$ cat config.mk
export PLATFORM = sky130hd
export DESIGN_NAME = s_div_pipe_unit_flat
export DESIGN_NICKNAME = d
export VERILOG_FILES = /design/src/rtl/pea_pkg.sv /design/src/rtl/s_div_pipe_unit_if.sv /design/src/rtl/s_div_stage.sv /design/src/rtl/s_div_pipe_unit.sv /design/src/flat_wrapper.sv
export SDC_FILE = /design/constraint.sdc
export NUM_CORES = 2
export LEC_CHECK = 0
export ABC_AREA = 0
export CAP_MARGIN = 20
export CORE_ASPECT_RATIO = 0.75
export CORE_MARGIN = 3
export CORE_UTILIZATION = 63
export DETAILED_ROUTE_END_ITERATION = 8
export GPL_TIMING_DRIVEN = 1
export PLACE_DENSITY_LB_ADDON = 0.08
export SLEW_MARGIN = 20
export SYNTH_ARGS = -nofsm -noshare
export SYNTH_HDL_FRONTEND = slang
export SYNTH_HIERARCHICAL = 1
export SYNTH_SLANG_ARGS = --single-unit
$ cat constraint.sdc
create_clock -name clk_i -period 65.2 [get_ports clk_i]
set_input_delay 6.52 -clock clk_i [delete_from_list [all_inputs] [get_ports clk_i]]
set_output_delay 6.52 -clock clk_i [all_outputs]
set_load 0.01 [all_outputs]
$ cat src/rtl/pea_pkg.sv
// Shared types for the pipelined divider: operation encoding, default depth
// and the per-operation control word that travels beside the datapath.
package pea_pkg;

   typedef enum logic [1:0] {
      DIV  = 2'd0,
      REM  = 2'd1,
      DIVU = 2'd2,
      REMU = 2'd3
   } div_op_t;

   localparam int N_DIV_STAGE_DEF = 4;

   typedef struct packed {
      div_op_t op;
      logic    abs_en;
      logic    q_neg;
      logic    r_neg;
   } div_meta_t;

   function automatic logic is_signed_op(div_op_t op);
      return (op == DIV) || (op == REM);
   endfunction

   function automatic logic is_quot_op(div_op_t op);
      return (op == DIV) || (op == DIVU);
   endfunction

endpackage

$ cat src/rtl/s_div_pipe_unit_if.sv
// Operation request / result bundle of the pipelined divider.
interface s_div_pipe_unit_if #(
   parameter int N_BITS = 32,
   parameter int SIDE_W = 1
) ();
   import pea_pkg::*;

   logic              mage_done_i;
   logic              pea_ready_i;
   div_op_t           op_i;
   logic              abs_i;
   logic [N_BITS-1:0] a_i;
   logic [N_BITS-1:0] b_i;
   logic              ops_valid_i;
   logic [SIDE_W-1:0] side_i;

   logic              ready_o;
   logic              valid_o;
   logic [N_BITS-1:0] res_o;
   logic [N_BITS-1:0] rem_q_o;
   logic [SIDE_W-1:0] side_o;
   logic              dbz_o;
   logic              busy_o;

   modport slave (
      input  mage_done_i, pea_ready_i, op_i, abs_i, a_i, b_i, ops_valid_i, side_i,
      output ready_o, valid_o, res_o, rem_q_o, side_o, dbz_o, busy_o
   );

   modport master (
      output mage_done_i, pea_ready_i, op_i, abs_i, a_i, b_i, ops_valid_i, side_i,
      input  ready_o, valid_o, res_o, rem_q_o, side_o, dbz_o, busy_o
   );
endinterface

$ cat src/rtl/s_div_stage.sv
// One restoring-division stage: retires N_ITER quotient bits MSB first on
// unsigned magnitudes, then registers remainder, shifting dividend/quotient and divisor.
module s_div_stage #(
   parameter int N_BITS = 32,
   parameter int N_ITER = 8
) (
   input  logic              clk_i,
   input  logic              rst_i,
   input  logic              adv_i,
   input  logic              flush_i,
   input  logic              valid_i,
   input  logic [N_BITS-1:0] rem_i,
   input  logic [N_BITS-1:0] dq_i,
   input  logic [N_BITS-1:0] div_i,
   output logic              valid_o,
   output logic [N_BITS-1:0] rem_o,
   output logic [N_BITS-1:0] dq_o,
   output logic [N_BITS-1:0] div_o
);

   logic [N_BITS-1:0] w_rem_step [0:N_ITER];
   logic [N_BITS-1:0] w_dq_step  [0:N_ITER];

   assign w_rem_step[0] = rem_i;
   assign w_dq_step[0]  = dq_i;

   // dq shifts the dividend out of its MSB while quotient bits enter at the LSB
   genvar gi;
   for (gi = 0; gi < N_ITER; gi++) begin : g_iter
      logic [N_BITS:0] w_trial;
      logic [N_BITS:0] w_diff;
      assign w_trial            = {w_rem_step[gi], w_dq_step[gi][N_BITS-1]};
      assign w_diff             = w_trial - {1'b0, div_i};
      assign w_rem_step[gi + 1] = w_diff[N_BITS] ? w_trial[N_BITS-1:0] : w_diff[N_BITS-1:0];
      assign w_dq_step[gi + 1]  = {w_dq_step[gi][N_BITS-2:0], ~w_diff[N_BITS]};
   end

   always_ff @(posedge clk_i or posedge rst_i) begin
      if (rst_i) begin
         valid_o <= 1'b0;
         rem_o   <= '0;
         dq_o    <= '0;
         div_o   <= '0;
      end else if (flush_i) begin
         valid_o <= 1'b0;
      end else if (adv_i) begin
         valid_o <= valid_i;
         if (valid_i) begin
            rem_o <= w_rem_step[N_ITER];
            dq_o  <= w_dq_step[N_ITER];
            div_o <= div_i;
         end
      end
   end

endmodule

$ cat src/rtl/s_div_pipe_unit.sv
// Pipelined signed/unsigned divider: input stage (magnitudes + signs),
// N_DIV_STAGE restoring stages, output stage (sign fix, abs, result select).
module s_div_pipe_unit
   import pea_pkg::*;
#(
   parameter int N_BITS      = 32,
   parameter int N_DIV_STAGE = N_DIV_STAGE_DEF,
   parameter int SIDE_W      = 1
) (
   input  logic             clk_i,
   input  logic             rst_i,
   s_div_pipe_unit_if.slave bus
);

   localparam int N_ITER = N_BITS / N_DIV_STAGE;

   if (N_DIV_STAGE < 1 || (N_BITS % N_DIV_STAGE) != 0) begin : g_bad_param
      $error("s_div_pipe_unit: N_DIV_STAGE must be >= 1 and divide N_BITS");
   end

   logic w_adv;
   logic w_flush;
   assign w_flush      = bus.mage_done_i;
   assign w_adv        = bus.pea_ready_i && !bus.mage_done_i;
   assign bus.ready_o  = w_adv;

   // index 0 is the input stage, index k the output of divider stage k
   logic [N_DIV_STAGE:0] w_valid;
   logic [N_BITS-1:0]    w_rem  [0:N_DIV_STAGE];
   logic [N_BITS-1:0]    w_dq   [0:N_DIV_STAGE];
   logic [N_BITS-1:0]    w_div  [0:N_DIV_STAGE];
   div_meta_t            w_meta [0:N_DIV_STAGE];
   logic [SIDE_W-1:0]    w_side [0:N_DIV_STAGE];

   logic              w_a_neg, w_b_neg;
   logic [N_BITS-1:0] w_a_mag, w_b_mag;
   assign w_a_neg = is_signed_op(bus.op_i) && bus.a_i[N_BITS-1];
   assign w_b_neg = is_signed_op(bus.op_i) && bus.b_i[N_BITS-1];
   assign w_a_mag = w_a_neg ? -bus.a_i : bus.a_i;
   assign w_b_mag = w_b_neg ? -bus.b_i : bus.b_i;

   logic              r_in_valid;
   logic [N_BITS-1:0] r_in_dq, r_in_div;
   div_meta_t         r_in_meta;
   logic [SIDE_W-1:0] r_in_side;

   always_ff @(posedge clk_i or posedge rst_i) begin
      if (rst_i) begin
         r_in_valid <= 1'b0;
         r_in_dq    <= '0;
         r_in_div   <= '0;
         r_in_meta  <= '0;
         r_in_side  <= '0;
      end else if (w_flush) begin
         r_in_valid <= 1'b0;
      end else if (w_adv) begin
         r_in_valid <= bus.ops_valid_i;
         if (bus.ops_valid_i) begin
            r_in_dq          <= w_a_mag;
            r_in_div         <= w_b_mag;
            r_in_meta.op     <= bus.op_i;
            r_in_meta.abs_en <= bus.abs_i;
            r_in_meta.q_neg  <= w_a_neg ^ w_b_neg;
            r_in_meta.r_neg  <= w_a_neg;
            r_in_side        <= bus.side_i;
         end
      end
   end

   assign w_valid[0] = r_in_valid;
   assign w_rem[0]   = '0;
   assign w_dq[0]    = r_in_dq;
   assign w_div[0]   = r_in_div;
   assign w_meta[0]  = r_in_meta;
   assign w_side[0]  = r_in_side;

   genvar gi;
   for (gi = 0; gi < N_DIV_STAGE; gi++) begin : g_stage
      div_meta_t         r_meta;
      logic [SIDE_W-1:0] r_side;

      s_div_stage #(
         .N_BITS (N_BITS),
         .N_ITER (N_ITER)
      ) u_stage (
         .clk_i   (clk_i),
         .rst_i   (rst_i),
         .adv_i   (w_adv),
         .flush_i (w_flush),
         .valid_i (w_valid[gi]),
         .rem_i   (w_rem[gi]),
         .dq_i    (w_dq[gi]),
         .div_i   (w_div[gi]),
         .valid_o (w_valid[gi + 1]),
         .rem_o   (w_rem[gi + 1]),
         .dq_o    (w_dq[gi + 1]),
         .div_o   (w_div[gi + 1])
      );

      // control word and sideband shadow the datapath, loading only behind a valid slot
      always_ff @(posedge clk_i or posedge rst_i) begin
         if (rst_i) begin
            r_meta <= '0;
            r_side <= '0;
         end else if (w_adv && w_valid[gi]) begin
            r_meta <= w_meta[gi];
            r_side <= w_side[gi];
         end
      end

      assign w_meta[gi + 1] = r_meta;
      assign w_side[gi + 1] = r_side;
   end

   div_meta_t         w_last_meta;
   logic              w_dbz;
   logic [N_BITS-1:0] w_q_fix, w_r_fix, w_primary, w_other, w_res;
   assign w_last_meta = w_meta[N_DIV_STAGE];
   assign w_dbz       = (w_div[N_DIV_STAGE] == '0);
   // a zero divisor yields all-ones regardless of signs; the remainder restores to a
   assign w_q_fix     = w_dbz ? '1 :
                        (w_last_meta.q_neg ? -w_dq[N_DIV_STAGE] : w_dq[N_DIV_STAGE]);
   assign w_r_fix     = w_last_meta.r_neg ? -w_rem[N_DIV_STAGE] : w_rem[N_DIV_STAGE];
   assign w_primary   = is_quot_op(w_last_meta.op) ? w_q_fix : w_r_fix;
   assign w_other     = is_quot_op(w_last_meta.op) ? w_r_fix : w_q_fix;
   // abs reads the primary as two's complement for every op; most-negative wraps
   assign w_res       = (w_last_meta.abs_en && w_primary[N_BITS-1]) ? -w_primary : w_primary;

   logic              r_valid_out, r_dbz_out;
   logic [N_BITS-1:0] r_res_out, r_rem_q_out;
   logic [SIDE_W-1:0] r_side_out;

   always_ff @(posedge clk_i or posedge rst_i) begin
      if (rst_i) begin
         r_valid_out <= 1'b0;
         r_dbz_out   <= 1'b0;
         r_res_out   <= '0;
         r_rem_q_out <= '0;
         r_side_out  <= '0;
      end else if (w_flush) begin
         r_valid_out <= 1'b0;
         r_res_out   <= '0;
         r_rem_q_out <= '0;
      end else if (w_adv) begin
         r_valid_out <= w_valid[N_DIV_STAGE];
         if (w_valid[N_DIV_STAGE]) begin
            r_res_out   <= w_res;
            r_rem_q_out <= w_other;
            r_side_out  <= w_side[N_DIV_STAGE];
            r_dbz_out   <= w_dbz;
         end
      end
   end

   assign bus.valid_o = r_valid_out;
   assign bus.res_o   = r_res_out;
   assign bus.rem_q_o = r_rem_q_out;
   assign bus.side_o  = r_side_out;
   assign bus.dbz_o   = r_dbz_out;
   assign bus.busy_o  = |w_valid;

endmodule

$ cat src/flat_wrapper.sv
// flat-port wrapper written by rule: the top's interface ports become plain ports
module s_div_pipe_unit_flat import pea_pkg::*;
#(
   parameter int N_BITS      = 32,
   parameter int N_DIV_STAGE = N_DIV_STAGE_DEF,
   parameter int SIDE_W      = 1
)
  (clk_i, rst_i, bus_mage_done_i, bus_pea_ready_i, bus_op_i, bus_abs_i, bus_a_i, bus_b_i, bus_ops_valid_i, bus_side_i, bus_ready_o, bus_valid_o, bus_res_o, bus_rem_q_o, bus_side_o, bus_dbz_o, bus_busy_o);
  s_div_pipe_unit_if #(.N_BITS(N_BITS), .SIDE_W(SIDE_W)) bus_i ();
  input  logic clk_i;
  input  logic rst_i;
  input wire logic [$bits(bus_i.mage_done_i)-1:0] bus_mage_done_i;
  input wire logic [$bits(bus_i.pea_ready_i)-1:0] bus_pea_ready_i;
  input wire logic [$bits(bus_i.op_i)-1:0] bus_op_i;
  input wire logic [$bits(bus_i.abs_i)-1:0] bus_abs_i;
  input wire logic [$bits(bus_i.a_i)-1:0] bus_a_i;
  input wire logic [$bits(bus_i.b_i)-1:0] bus_b_i;
  input wire logic [$bits(bus_i.ops_valid_i)-1:0] bus_ops_valid_i;
  input wire logic [$bits(bus_i.side_i)-1:0] bus_side_i;
  output wire logic [$bits(bus_i.ready_o)-1:0] bus_ready_o;
  output wire logic [$bits(bus_i.valid_o)-1:0] bus_valid_o;
  output wire logic [$bits(bus_i.res_o)-1:0] bus_res_o;
  output wire logic [$bits(bus_i.rem_q_o)-1:0] bus_rem_q_o;
  output wire logic [$bits(bus_i.side_o)-1:0] bus_side_o;
  output wire logic [$bits(bus_i.dbz_o)-1:0] bus_dbz_o;
  output wire logic [$bits(bus_i.busy_o)-1:0] bus_busy_o;
  assign bus_i.mage_done_i = bus_mage_done_i;
  assign bus_i.pea_ready_i = bus_pea_ready_i;
  assign bus_i.op_i = bus_op_i;
  assign bus_i.abs_i = bus_abs_i;
  assign bus_i.a_i = bus_a_i;
  assign bus_i.b_i = bus_b_i;
  assign bus_i.ops_valid_i = bus_ops_valid_i;
  assign bus_i.side_i = bus_side_i;
  assign bus_ready_o = bus_i.ready_o;
  assign bus_valid_o = bus_i.valid_o;
  assign bus_res_o = bus_i.res_o;
  assign bus_rem_q_o = bus_i.rem_q_o;
  assign bus_side_o = bus_i.side_o;
  assign bus_dbz_o = bus_i.dbz_o;
  assign bus_busy_o = bus_i.busy_o;
  s_div_pipe_unit #(.N_BITS(N_BITS), .N_DIV_STAGE(N_DIV_STAGE), .SIDE_W(SIDE_W)) u_core (.clk_i(clk_i), .rst_i(rst_i), .bus(bus_i));
endmodule
==> results.sh <==
export IMPL_status="complete, no violations"
export IMPL_synth_seq_cells=545
export IMPL_tns_ns=0
export IMPL_io_pins=142
export IMPL_syn_area_um2=85800
export IMPL_core_um2=134000
export IMPL_async_flop_share_pct=100
export IMPL_crit_fanout=53
export IMPL_cts_post_setup_buffers_inserted=0
export IMPL_cts_tree="done"
export IMPL_chipWidth_um=432
export IMPL_cts_sinks=545
export IMPL_yosysWarningCount=6
export IMPL_synth_main_ff_cell="dfrtp_1"
export IMPL_place_inst=13000
export IMPL_timing_hold_ws_ns=0.465
export IMPL_wl_met3_um=35200
export IMPL_worst_pin_slew_ns=1.21
export IMPL_drt_wirelength_per_cell_um=21.9
export IMPL_fin_crit_ns=38.42
export IMPL_drc_errors=0
export IMPL_synth_area_leaders="dfrtp_1, ha_1, xnor2_1"
export IMPL_setup_viol=0
export IMPL_clockRootBuffer="clkbuf_16"
export IMPL_ys_top_cells_by_count="nand2_1, ha_1, a21oi_1"
export IMPL_drv_slew=0
export IMPL_cap_violations=0
export IMPL_start_util_pct=63.9
export IMPL_h_tree_depth=2
export IMPL_rows=116
export IMPL_highest_layer="met5"
export IMPL_syn_area_per_cell_um2=7.58
export IMPL_synth_top_area_cell="dfrtp_1"
export IMPL_cp_common_cell="o21ai_0"
export IMPL_seq_area_frac_synth_pct=15.9
export IMPL_relSlewSlack_pct=19.2
export IMPL_clk_latency_ns=0.72
export IMPL_max_freq_mhz=26.0
export IMPL_final_cells=13200
export IMPL_synth_edf_count=0
export IMPL_met2_length_um=112000
export IMPL_portBuffers=141
export IMPL_grt_total_usage_pct=39.0
export IMPL_synth_compound_area_share_pct=28.1
export IMPL_cts_hold_buf=0
export IMPL_dp_hpwl_um=228000
export IMPL_synthSimpleGateAreaFrac_pct=19.0
export IMPL_clk_pin_slew_ns=0.07
export IMPL_critPathRequiredTime_ns=65.75
export IMPL_rr_startpoint="u_core/g_stage[0].u_stage/div_o[1]"
export IMPL_rsz0062_at_grt="no"
export IMPL_ant_nets=0
export IMPL_start_kind="register"
export IMPL_chipHeight_um=326
export IMPL_fin_skew_ns=0.0675
export IMPL_synthXorXnorAreaFrac_pct=9.98
export IMPL_vias_per_cell=6.63
export IMPL_clk_path_buf_depth=3
export IMPL_crit_slowest_cell="dfrtp_1"
export IMPL_synth_top_area_share_pct=15.9
export IMPL_dieArea_um2=141000
export IMPL_final_util_pct=68.0
export IMPL_cp_startpoint="u_core/g_stage[0].u_stage/div_o[1]"
export IMPL_initialDrtViolationCount=10200
export IMPL_hp_start="u_core/g_stage[3].r_side"
export IMPL_grt_max_degree=121
export IMPL_antenna_found_initial=8
export IMPL_drive_gt1_share_pct=6.92
export IMPL_grt_overflow=0
export IMPL_grt_first_pass_wirelength_um=446000
export IMPL_worstSetupPathType="register to register"
export IMPL_routabilityCongestion=1.02
export IMPL_crit_arrival_ns=38.97
export IMPL_yosys_area_share_adder_pct=15.8
export IMPL_wl_met1_um=132000
export IMPL_firstDrtPassIters=7
export IMPL_cts_buffers=59
export IMPL_fin_nets=12500
export IMPL_drt_wl_total_um=289000
export IMPL_syn_inst=11300
export IMPL_hold_viol=0
export IMPL_hold_path_class="register to register"
export IMPL_area_delta_synth_final_pct=6.46
export IMPL_muxShareOfSynthArea_pct=6.96
export IMPL_grt_pass1_vias=78800
export IMPL_synth_top_family_by_area="compound AO/OA/AOI/OAI gates"
export IMPL_synth_most_common_cell="nand2_1"
export IMPL_vias=87200
export IMPL_cts_resized_gates=0
export IMPL_endpoint_kind="register"
export IMPL_slowest_delay_ns=0.74
export IMPL_fill_cells=11500
export IMPL_fin_crit_sh_pct=58.9
export IMPL_yosysUniqueCellTypes=130
critical path, delay by kind of cell (launching register included):
family / cells / cell delay [ns]
adder cells (fa/ha/maj): 8 / 3.01
XOR/XNOR: 6 / 1.29
multiplexers: 2 / 0.83
buffers and inverters: 9 / 3.80
AO/OA/AOI/OAI: 79 / 21.08
AND/OR/NAND/NOR: 27 / 7.26
flip-flops: 1 / 0.74
per-stage QoR:
stage	instance area, um2	setup slack (ns)
after floorplan	86000	34.92
after global placement	89100	28.76
after detailed placement	89100	27.96
after CTS	91200	27.72
after global routing	91300	24.46
final	91300	26.78
routing by layer:
metal	global-route usage [%]	vias up
li1	-	41200
met1	59.0	41100
met2	53.6	4362
met3	10.6	489
met4	10.6	4
met5	0.512	-
area by class of cell:
cell class	count	area, um2	area share (%)
Inverter	588	2220	2.43
Clock inverter	34	482	0.528
Multi-Input combinational cell	9884	68900	75.4
Tap cell	1770	2210	2.43
Sequential cell	545	13600	14.9
Clock buffer	75	1630	1.78
Antenna cell	6	15.0	0.0164
Timing Repair Buffer	250	2240	2.45
flip-flops by register name, summed over array words and instances (netlist names), 4 cells and up:
register / count
u_core/bus.rem_q_o: 32
u_core/bus.res_o: 32
u_core/g_stage.r_meta: 16
u_core/g_stage.r_side: 4
u_core/g_stage.u_stage/div_o: 128
u_core/g_stage.u_stage/dq_o: 128
u_core/g_stage.u_stage/rem_o: 128
u_core/g_stage.u_stage/valid_o: 4
u_core/r_in_div: 32
u_core/r_in_dq: 32
u_core/r_in_meta: 4
logic make-up after synthesis:
logic type / after synthesis
AO/OA/AOI/OAI: 3739
XOR/XNOR: 963
adder cells (fa/ha/maj): 1061
buffers and inverters: 952
flip-flops: 545
multiplexers: 545
other: 1
AND/OR/NAND/NOR: 3508
placed cells by master (no fill, tap or decap), types with 36 or more instances in the layout:
cell             synthesis  routed
nand2_1               1331    1330
o41ai_1                 43      43
mux2_2                 346     346
ha_1                  1029    1029
nand4_1                 55      55
nor3_1                 205     204
mux2i_1                177     177
a211oi_1                81      81
clkdlybuf4s50_1          0     141
o21bai_1               109     109
nor2_1                 877     872
o21a_1                 180     180
o21ai_0                899     897
o21ai_1                131     133
or3_1                   91      91
clkbuf_16                0      59
inv_1                  586     581
a21o_1                 325     325
conb_1                   1      68
o211ai_1               102     102
a31oi_1                125     125
o31ai_1                 99      99
a221oi_1                37      37
or2_2                   59      58
a21oi_1               1001     999
buf_4                    5     107
dfrtp_1                545     545
o221ai_1                48      48
nor2b_1                166     164
nand3_1                202     202
and3_1                  97      97
or4_1                   38      38
xnor2_1                609     599
xor2_1                 345     345
and2_1                  71      71
a21boi_0                68      67
o22ai_1                 36      36
nand2b_1               164     164
final timing paths:
check | to | slack, ns | cells after the start
max in group asynchronous | u_core/r_in_dq[24] | 57.01 | 3
min | u_core/bus.side_o | 0.47 | 2
min in group asynchronous | u_core/g_stage[2].u_stage/dq_o[23] | 6.45 | 2
max | u_core/g_stage[1].u_stage/rem_o[19] | 26.78 | 131
min reg2reg | u_core/bus.side_o | 0.47 | 2
max reg2reg | u_core/g_stage[1].u_stage/rem_o[19] | 26.78 | 131
Power is left out: the tool's default activity adds up to more than one toggle a clock period on the data nets, which glitch-free logic cannot reach.
